<file path="config.mk">
export PLATFORM = sky130hd
export DESIGN_NAME = hazard_ctrl
export DESIGN_NICKNAME = d
export VERILOG_FILES = /design/src/rtl/pipe_pkg.sv /design/src/rtl/fwd_sel.sv /design/src/rtl/hazard_ctrl.sv
export SDC_FILE = /design/constraint.sdc
export NUM_CORES = 1
export LEC_CHECK = 0
export CORE_MARGIN = 1
export CORE_UTILIZATION = 46
export CTS_BUF_LIST = sky130_fd_sc_hd__clkbuf_8
export CTS_CLUSTER_DIAMETER = 80
export DETAILED_ROUTE_END_ITERATION = 6
export GPL_TIMING_DRIVEN = 0
export HOLD_SLACK_MARGIN = 0.05
export PLACE_DENSITY = 0.95
export SLEW_MARGIN = 5
export SYNTH_ARGS = -nofsm -noshare
export SYNTH_HDL_FRONTEND = slang
export SYNTH_SLANG_ARGS = --single-unit
export TNS_END_PERCENT = 30
</file>
<file path="constraint.sdc">
create_clock -name clk -period 3.65 [get_ports clk]
set_clock_uncertainty 0.2 [all_clocks]
set_input_delay 0.73 -clock clk [delete_from_list [all_inputs] [get_ports clk]]
set_output_delay 0.73 -clock clk [all_outputs]
set_load 0.005 [all_outputs]
</file>
<file path="src/rtl/pipe_pkg.sv">
// Shared types for the five-stage dual-write-port pipeline control.
// Latency: n/a (types and constants only).
// Backpressure: n/a.
package pipe_pkg;

  localparam int REG_AW = 3;

  // E-stage operand source select
  typedef enum logic [2:0] {
    FWD_RF   = 3'b000,  // register file read
    FWD_ALUM = 3'b001,  // port-A result in M
    FWD_RD1M = 3'b010,  // port-B write data in M
    FWD_RESW = 3'b011,  // port-A result in W
    FWD_RD1W = 3'b100   // port-B write data in W
  } fwd_sel_t;

  typedef enum logic {
    RUN     = 1'b0,
    MEMWAIT = 1'b1
  } ctrl_state_t;

endpackage

</file>
<file path="src/rtl/fwd_sel.sv">
// Operand forward select for one E-stage source; the youngest matching writer wins.
// Latency: combinational, zero cycles.
// Backpressure: none.
// Ports: ra (E source address); wa3m/rwam, wa4m/rwbm (M port-A/B writes);
//        wa3w/rwaw, wa4w/rwbw (W port-A/B writes); sel (3-bit fwd_sel_t code).
module fwd_sel
  import pipe_pkg::*;
(
  input  logic [REG_AW-1:0] ra,
  input  logic [REG_AW-1:0] wa3m,
  input  logic              rwam,
  input  logic [REG_AW-1:0] wa4m,
  input  logic              rwbm,
  input  logic [REG_AW-1:0] wa3w,
  input  logic              rwaw,
  input  logic [REG_AW-1:0] wa4w,
  input  logic              rwbw,
  output logic [2:0]        sel
);

  fwd_sel_t sel_e;

  // M beats W; within a stage port A beats port B. No hard-zero register.
  always_comb begin
    sel_e = FWD_RF;
    if (rwam && (wa3m == ra))      sel_e = FWD_ALUM;
    else if (rwbm && (wa4m == ra)) sel_e = FWD_RD1M;
    else if (rwaw && (wa3w == ra)) sel_e = FWD_RESW;
    else if (rwbw && (wa4w == ra)) sel_e = FWD_RD1W;
  end

  assign sel = sel_e;

endmodule

</file>
<file path="src/rtl/hazard_ctrl.sv">
// Pipeline hold/bubble/forward control plus memory-wait tracking (FSM, timeout, stall counter).
// Latency: stall/flush/forward outputs combinational (zero cycles); MemTimeout and StallCycles registered.
// Backpressure: a memory access without ack holds F/D/E/M and bubbles W until ack or abandon.
// Ports: clk, reset (sync, active-high); D/E/M/W register addresses and write flags;
//        BranchTakenE, MemReqM, MemAckM; StallF..StallM, FlushD/E/W, ForwardAE/BE,
//        MemTimeout (sticky), StallCycles (cycles with StallF=1, wraps).
module hazard_ctrl
  import pipe_pkg::*;
#(
  parameter int MEM_TIMEOUT = 15,
  parameter int CNT_W       = 16
) (
  input  logic              clk,
  input  logic              reset,
  input  logic [REG_AW-1:0] RA1D,
  input  logic [REG_AW-1:0] RA2D,
  input  logic [REG_AW-1:0] RA1E,
  input  logic [REG_AW-1:0] RA2E,
  input  logic [REG_AW-1:0] WA3E,
  input  logic              RegWriteAE,
  input  logic              MemtoRegE,
  input  logic [REG_AW-1:0] WA3M,
  input  logic [REG_AW-1:0] WA4M,
  input  logic              RegWriteAM,
  input  logic              RegWriteBM,
  input  logic [REG_AW-1:0] WA3W,
  input  logic [REG_AW-1:0] WA4W,
  input  logic              RegWriteAW,
  input  logic              RegWriteBW,
  input  logic              BranchTakenE,
  input  logic              MemReqM,
  input  logic              MemAckM,
  output logic              StallF,
  output logic              StallD,
  output logic              StallE,
  output logic              StallM,
  output logic              FlushD,
  output logic              FlushE,
  output logic              FlushW,
  output logic [2:0]        ForwardAE,
  output logic [2:0]        ForwardBE,
  output logic              MemTimeout,
  output logic [CNT_W-1:0]  StallCycles
);

  fwd_sel u_fwd_a (
    .ra(RA1E), .wa3m(WA3M), .rwam(RegWriteAM), .wa4m(WA4M), .rwbm(RegWriteBM),
    .wa3w(WA3W), .rwaw(RegWriteAW), .wa4w(WA4W), .rwbw(RegWriteBW), .sel(ForwardAE)
  );

  fwd_sel u_fwd_b (
    .ra(RA2E), .wa3m(WA3M), .rwam(RegWriteAM), .wa4m(WA4M), .rwbm(RegWriteBM),
    .wa3w(WA3W), .rwaw(RegWriteAW), .wa4w(WA4W), .rwbw(RegWriteBW), .sel(ForwardBE)
  );

  logic lduse;
  logic memstall;

  assign lduse    = MemtoRegE && RegWriteAE && ((WA3E == RA1D) || (WA3E == RA2D));
  assign memstall = MemReqM && !MemAckM;

  // Priority reset > memstall > branch > lduse. A memstall freezes E/D, so a
  // pending branch or load-use is simply re-evaluated once the ack arrives.
  always_comb begin
    StallF = 1'b0;
    StallD = 1'b0;
    StallE = 1'b0;
    StallM = 1'b0;
    FlushD = 1'b0;
    FlushE = 1'b0;
    FlushW = 1'b0;
    if (!reset) begin
      if (memstall) begin
        StallF = 1'b1;
        StallD = 1'b1;
        StallE = 1'b1;
        StallM = 1'b1;
        FlushW = 1'b1;  // W must not repeat the held M instruction's write
      end else if (BranchTakenE) begin
        FlushD = 1'b1;
        FlushE = 1'b1;
      end else if (lduse) begin
        StallF = 1'b1;
        StallD = 1'b1;
        FlushE = 1'b1;
      end
    end
  end

  ctrl_state_t state;
  ctrl_state_t state_nxt;
  logic [3:0]  wait_cnt;
  logic [3:0]  wait_cnt_inc;
  logic        timeout_q;
  logic [CNT_W-1:0] stall_cnt;

  always_comb begin
    state_nxt = state;
    case (state)
      RUN:     if (memstall) state_nxt = MEMWAIT;
      MEMWAIT: if (MemAckM || !MemReqM) state_nxt = RUN;
      default: state_nxt = RUN;
    endcase
  end

  assign wait_cnt_inc = (wait_cnt == 4'hF) ? wait_cnt : wait_cnt + 4'd1;

  // wait_cnt holds the number of wait cycles already spent on the current
  // access, so the timeout is visible from wait cycle MEM_TIMEOUT+1 onward.
  always_ff @(posedge clk) begin
    if (reset) begin
      state     <= RUN;
      wait_cnt  <= 4'd0;
      timeout_q <= 1'b0;
      stall_cnt <= '0;
    end else begin
      state <= state_nxt;
      if (state_nxt == RUN) wait_cnt <= 4'd0;
      else                  wait_cnt <= wait_cnt_inc;
      if (memstall && (32'(wait_cnt_inc) == MEM_TIMEOUT)) timeout_q <= 1'b1;
      if (StallF) stall_cnt <= stall_cnt + CNT_W'(1);
    end
  end

  assign MemTimeout  = timeout_q;
  assign StallCycles = stall_cnt;

endmodule

</file>
==> results of run 1 <==
[worst min-delay path, delay by kind of cell, from the launching register on]
family / cells / cell delay (ns)
flip-flops: 1 / 0.33
AO/OA/AOI/OAI: 2 / 0.12
[cell type report]
| type | instances | area [um2] | area share |
|---|---|---|---|
| Buffer | 12 | 58.81 | 0.02554 |
| Clock buffer | 3 | 41.29 | 0.01793 |
| Clock inverter | 1 | 5.005 | 0.002174 |
| Inverter | 2 | 7.507 | 0.003261 |
| Multi-Input combinational cell | 155 | 1040 | 0.4516 |
| Sequential cell | 21 | 420.4 | 0.1826 |
| Tap cell | 44 | 55.05 | 0.02391 |
| Timing Repair Buffer | 69 | 674.4 | 0.2929 |
[power groups by stage]
| stage | clock network, mW | logic (mW) | registers, mW |
|---|---|---|---|
| after floorplan | 0 | 0.0669 | 0.240 |
| after global placement | 0 | 0.141 | 0.240 |
| after detailed placement | 0 | 0.144 | 0.240 |
| after CTS | 0.158 | 0.146 | 0.235 |
| after global routing | 0.168 | 0.161 | 0.236 |
| final | 0.159 | 0.149 | 0.235 |
[cell families (layout without fill, tap and decap cells)]
logic type	count (synthesis)	count (layout)	share of synthesized area
AO/OA/AOI/OAI	36	36	0.1445
adder cells (fa/ha/maj)	2	2	0.01651
XOR/XNOR	35	35	0.2023
multiplexers	2	2	0.01404
AND/OR/NAND/NOR	79	80	0.2923
buffers and inverters	16	87	0.05284
flip-flops	21	21	0.2775
[sequential cells by signal, summed over array words and instances (netlist names)]
signal       count
MemTimeout       1
wait_cnt         4
StallCycles     16
[synth_stat cells]
cell       instances
xnor2_1           24
dfxtp_1           21
nor2_1            16
a21oi_1           13
nand2_1           13
xor2_1            11
nand3_1           10
clkbuf_1           9
nand4_1            9
o21ai_0            8
o31ai_1            7
or4_1              6
nor3b_1            4
or3_1              4
a31oi_1            3
and2_1             3
buf_4              3
nand2b_1           3
nor3_1             3
and3b_1            2
ha_1               2
inv_1              2
nor2b_1            2
o2111ai_1          2
a21o_1             1
a41o_1             1
and3_1             1
and4_1             1
buf_2              1
buf_6              1
mux2_2             1
mux2i_1            1
nor2_2             1
nor4b_4            1
o211ai_1           1
[metrics by stage]
| stage | hold WS (ns) | setup TNS [ns] | util |
|---|---|---|---|
| after floorplan | 0.2605 | 0 | - |
| after global placement | 0.2629 | -0.4819 | 0.7150 |
| after detailed placement | 0.2848 | -0.6691 | 0.7150 |
| after CTS | 0.2960 | 0 | 0.7374 |
| after global routing | 0.3312 | -0.003335 | 0.7480 |
| final | 0.2924 | 0 | 0.7480 |
[layer usage]
metal,wire length (um),GRT usage,vias up
li1,-,-,824
met1,1698,0.3001,775
met2,2097,0.4350,71
met3,263,0.03930,9
met4,102,0.1122,0
met5,0,0,-
[timing repair]
action / 4_1_cts / 5_1_grt
buffers inserted: 2 / 4
gates resized for setup: 6 / 3
pin swaps: 2 / 2
hold endpoints to repair: 0 / 0
gates cloned: 1 / 0
endpoints found under the setup margin: 2 / 1
[path summary, 6_finish.rpt]
path | start | to | slack [ns] | cells past startpoint
max reg2reg | StallCycles[2] | StallCycles[13] | 1.48 | 5
max | WA3E[0] | StallF | 0.09 | 7
min | StallCycles[15] | StallCycles[15] | 0.29 | 2
min reg2reg | StallCycles[15] | StallCycles[15] | 0.29 | 2
==> metrics, run 1 <==
Max VDD drop 122.2 uV; share of cells above drive strength 1 0.08745; hold_buf cts 0; Max-slew headroom 0.6919; Crit Path Max Fanout 5; synthesis-to-layout area growth 51.94%; critical path type input pin to primary output; Comb power frac 0.275; switch share 0.2756; DP Area 0.002201 mm2; Yosys top cell by area dfxtp_1; final cell count without fillers 307; placed cell count 298; synthesized area 0.001515 mm2; hpwl dp 3.207 mm; outcome complete, no violations; initial antenna violation count 0; GRT Util Overall 0.2499; ant diodes 0; die width 59.39 um; CTS tree done; core area 0.003078 mm2; die area 0.003527 mm2; max_cap viols 0; largest net degree at the start of global routing 13; grt total ovfl 0; startpoint types input pin; Fmax 280.5 MHz; maximum root-to-sink buffer count 2; DP Worst Slack -0.3822 ns; sequence of cells on the critical path clkdlybuf4s50_1 -> xor2_1 -> nor4b_4 -> nor2_4 -> nor2_2 -> buf_4 -> clkdlybuf4s50_1; wire length of the first global-routing pass 6.768 mm; P_leak 0.8118 nW; WP buf/inv 3; total chip power 0.5432 mW; drt initial violations 88; Final Slew Violations 0; worst path required time 2.72 ns; Power Density 236.0 mW/mm2; most common cell after layout, fill and taps aside clkdlybuf4s50_1; slowest cell delay on critical path 0.48 ns; GPL Wtd Cong 0.7856; IO Pins 68; post-synth top area share 0.2775; clock sinks 21; fill cell count 231; Synth cell types 35; sequential fraction of the synthesis area 0.2775; Post-Syn Instances 191; Via density 5.469; Syn Nets 231; Skew-Pair Late Insertion Delay 0.27 ns; Std-Cell Rows 20; Worst-Margin Slew 0.4616 ns; Inserted Clock Buffers 3; Worst path top cell family by delay buffers and inverters; Starting Density 0.4923; Critical Path AT 2.63 ns; Warnings, synthesis 0; commonest cells after routing, fill and taps aside clkdlybuf4s50_1 (62), xnor2_1 (24), dfxtp_1 (21); H-tree levels 1; design area 0.002302 mm2; Mapped Avg Cell Area 7.933 um2; IO buf count 63; WL/cell 13.55 um; final-report hold violation count 0; synth top area cells dfxtp_1 (28%), xnor2_1 (14%), xor2_1 (6.4%); Clock transition at path regs 0.08 ns; minimum clock period 3.564 ns; register bit total from synthesis 21; Nets 304; clock group share of total power 0.292; final setup vio count 0; via count 1679; P_int 0.3935 mW; Root Driver clkbuf_8; drt drc 0; DRT Wirelength 4.161 mm; Flop pwr share 0.433; cell repeated most along the worst path clkdlybuf4s50_1; first-pass detailed-route iteration total 4; HP Class register to register; CP max-delay cell clkdlybuf4s50_1; vias in the first global route 1623; switching power 0.1497 mW; Die Y 59.39 um; ANT nets after route 0; Critical Path End Type primary output; min setup slack post-route 0.08551 ns; Final period util 0.9766
No activity file was read; power rests on OpenSTA's default activity.
==> run 2: changes to the inputs <==
CORE_ASPECT_RATIO = 1.4   (was unset)
==> run 2 against run 1 <==
  * Setup slack better by 0.032 ns
  * Sequential cell count unchanged
  * First-iteration DRC count down 68%
  * Non-clock buffer count down 4
  * Wire length down 6.4%
  * Via count down 2.0%
  * Final cell count down 2.9%
  * Highest routed layer unchanged
  * Count of clock-buffer cells in the layout unchanged
  * Sequential share of layout area up 0.35 points
  * Critical endpoint unchanged
  * Fmax up 0.91%
  * Utilization down 2.5 points
==> metrics, run 2 (synthesis results as in run 1) <==
reg-to-reg critical path startpoint StallCycles[2] (unchanged); P_int 0.3893 mW (was 0.3935 mW); H-tree levels 1 (unchanged); Comb power frac 0.272 (was 0.275); wire length of the first global-routing pass 6.189 mm (was 6.768 mm); Fmax 283.1 MHz (was 280.5 MHz); outcome complete, no violations (unchanged); Flop pwr share 0.446 (was 0.433); critical path type input pin to primary output (unchanged); slowest cell delay on critical path 0.49 ns (was 0.48 ns); Final TNS setup 0 ns (unchanged); first-pass detailed-route iteration total 4 (unchanged); Inserted Clock Buffers 3 (unchanged); drt initial violations 28 (was 88); max_cap viols 0 (unchanged); die width 50.51 um (was 59.39 um); switch share 0.2600 (was 0.2756); Largest register FFs 16 (unchanged); WL/cell 13.07 um (was 13.55 um); design area 0.002258 mm2 (was 0.002302 mm2); final setup vio count 0 (unchanged); Power Density 232.9 mW/mm2 (was 236.0 mW/mm2); Nets 300 (was 304); Root Driver clkbuf_8 (unchanged); Final period util 0.9678 (was 0.9766); share of cells above drive strength 1 0.06564 (was 0.08745); Critical Path AT 2.60 ns (was 2.63 ns); IO Pins 68 (unchanged); startpoint types input pin (unchanged); Via density 5.523 (was 5.469); ANT nets after route 0 (unchanged); CP startpoint BranchTakenE (was WA3E[0]); ant diodes 0 (unchanged); Worst path top cell family by delay buffers and inverters (unchanged); largest net degree at the start of global routing 13 (unchanged); Crit Path Max Fanout 12 (was 5); fill cell count 237 (was 231); DRT Wirelength 3.896 mm (was 4.161 mm); clock sinks 21 (unchanged); hpwl dp 3.090 mm (was 3.207 mm); Clock transition at path regs 0.07 ns (was 0.08 ns); Critical Path End Type primary output (unchanged); switching power 0.1368 mW (was 0.1497 mW); min setup slack post-route 0.1176 ns (was 0.08551 ns); final-report hold violation count 0 (unchanged); cell repeated most along the worst path clkdlybuf4s50_1 (unchanged); commonest cells after routing, fill and taps aside clkdlybuf4s50_1 (63), xnor2_1 (24), dfxtp_1 (21) (was clkdlybuf4s50_1 (62), xnor2_1 (24), dfxtp_1 (21)); CP max-delay cell clkdlybuf4s50_1 (unchanged); worst path required time 2.72 ns (about the same); most common cell after layout, fill and taps aside clkdlybuf4s50_1 (unchanged); synthesis-to-layout area growth 49.05% (was 51.94%); Skew-Pair Late Insertion Delay 0.26 ns (was 0.27 ns); Worst-Margin Slew 0.4703 ns (was 0.4616 ns); final cell count without fillers 298 (was 307); GRT Util Overall 0.2221 (was 0.2499); placed cell count 293 (was 298); grt total ovfl 0 (unchanged); hold_buf cts 0 (unchanged); Die Y 69.91 um (was 59.39 um); DP Area 0.002195 mm2 (was 0.002201 mm2); Max VDD drop 173.8 uV (was 122.2 uV); drt drc 0 (unchanged); core area 0.003123 mm2 (was 0.003078 mm2); Final Slew Violations 0 (unchanged); CTS tree done (unchanged); maximum root-to-sink buffer count 2 (unchanged); minimum clock period 3.532 ns (was 3.564 ns); IO buf count 63 (unchanged); DP Worst Slack -0.2976 ns (was -0.3822 ns); Std-Cell Rows 24 (was 20); Max-slew headroom 0.6861 (was 0.6919); hold_sp StallCycles[6] (was StallCycles[15]); Starting Density 0.4852 (was 0.4923); sequence of cells on the critical path clkdlybuf4s50_1 -> and3b_1 -> a41o_2 -> nor2_4 -> nor2_2 -> buf_4 -> clkdlybuf4s50_1 (was clkdlybuf4s50_1 -> xor2_1 -> nor4b_4 -> nor2_4 -> nor2_2 -> buf_4 -> clkdlybuf4s50_1); vias in the first global route 1543 (was 1623); initial antenna violation count 0 (unchanged); WP buf/inv 3 (unchanged); P_leak 0.7912 nW (was 0.8118 nW); HP Class register to register (unchanged); hold slack 0.2997 ns (was 0.2924 ns); GPL Wtd Cong 0.7775 (was 0.7856); die area 0.003531 mm2 (was 0.003527 mm2); via count 1646 (was 1679); clock group share of total power 0.282 (was 0.292)
-- run 2: metal layers --
layer | vias up | track usage | wire (um)
met5 | - | 0 | 0
met4 | 0 | 0.06481 | 49
met3 | 5 | 0.01307 | 202
met2 | 76 | 0.4444 | 2177
met1 | 739 | 0.2358 | 1466
li1 | 826 | - | -
-- run 2: through the flow --
stage / power, mW / util
2_1_floorplan: 0.3066 / -
3_3_place_gp: 0.3798 / 0.7027
3_5_place_dp: 0.3828 / 0.7027
4_1_cts: 0.5274 / 0.7200
5_1_grt: 0.5496 / 0.7232
6_report: 0.5261 / 0.7232
-- run 2: cell type report --
cell class	instances	area, um2	share of cell area
multi-input cells	155	1032	0.4571
repair buffers	65	645.6	0.2859
flip-flops and latches	21	420.4	0.1861
plain buffers	12	58.81	0.02604
well taps	39	48.80	0.02161
inverters	2	7.507	0.003324
clock buffers	3	41.29	0.01828
clock inverters	1	3.754	0.001662
-- run 2: final timing paths --
| path | endpoint | slack [ns] | cells past startpoint |
|---|---|---|---|
| setup / recovery | StallF | 0.12 | 7 |
| hold / removal | StallCycles[6] | 0.30 | 2 |
| setup reg to reg | StallCycles[13] | 1.46 | 5 |
| hold reg to reg | StallCycles[6] | 0.30 | 2 |
-- run 2: timing repair --
item                       4_1_cts  5_1_grt
resized for setup                4        3
setup endpoints to repair        2        1
buffers inserted                 1        1
gates cloned                     1        0
pin swaps                        2        1
-- run 2: power groups by stage --
stage | clock (mW) | combinational (mW) | sequential [mW]
after global placement | 0 | 0.140 | 0.240
after floorplan | 0 | 0.0669 | 0.240
after global routing | 0.160 | 0.155 | 0.235
after detailed placement | 0 | 0.143 | 0.240
after CTS | 0.150 | 0.143 | 0.235
final | 0.148 | 0.143 | 0.235
-- run 2: worst reg2reg max path: stages (launching register included) --
cell     delay (ns)
dfxtp_1        0.41
nand3_1        0.19
nor2_1         0.30
nand3_1        0.30
or4_1          0.55
a21oi_1        0.16
==> run 3: changes to the inputs <==
CTS_CLUSTER_DIAMETER = 40   (was 80)
SKIP_LAST_GASP = 1   (was unset)
==> results of run 3 <==
Same layout as run 2: the final DEF is identical, and so are final timing and power.
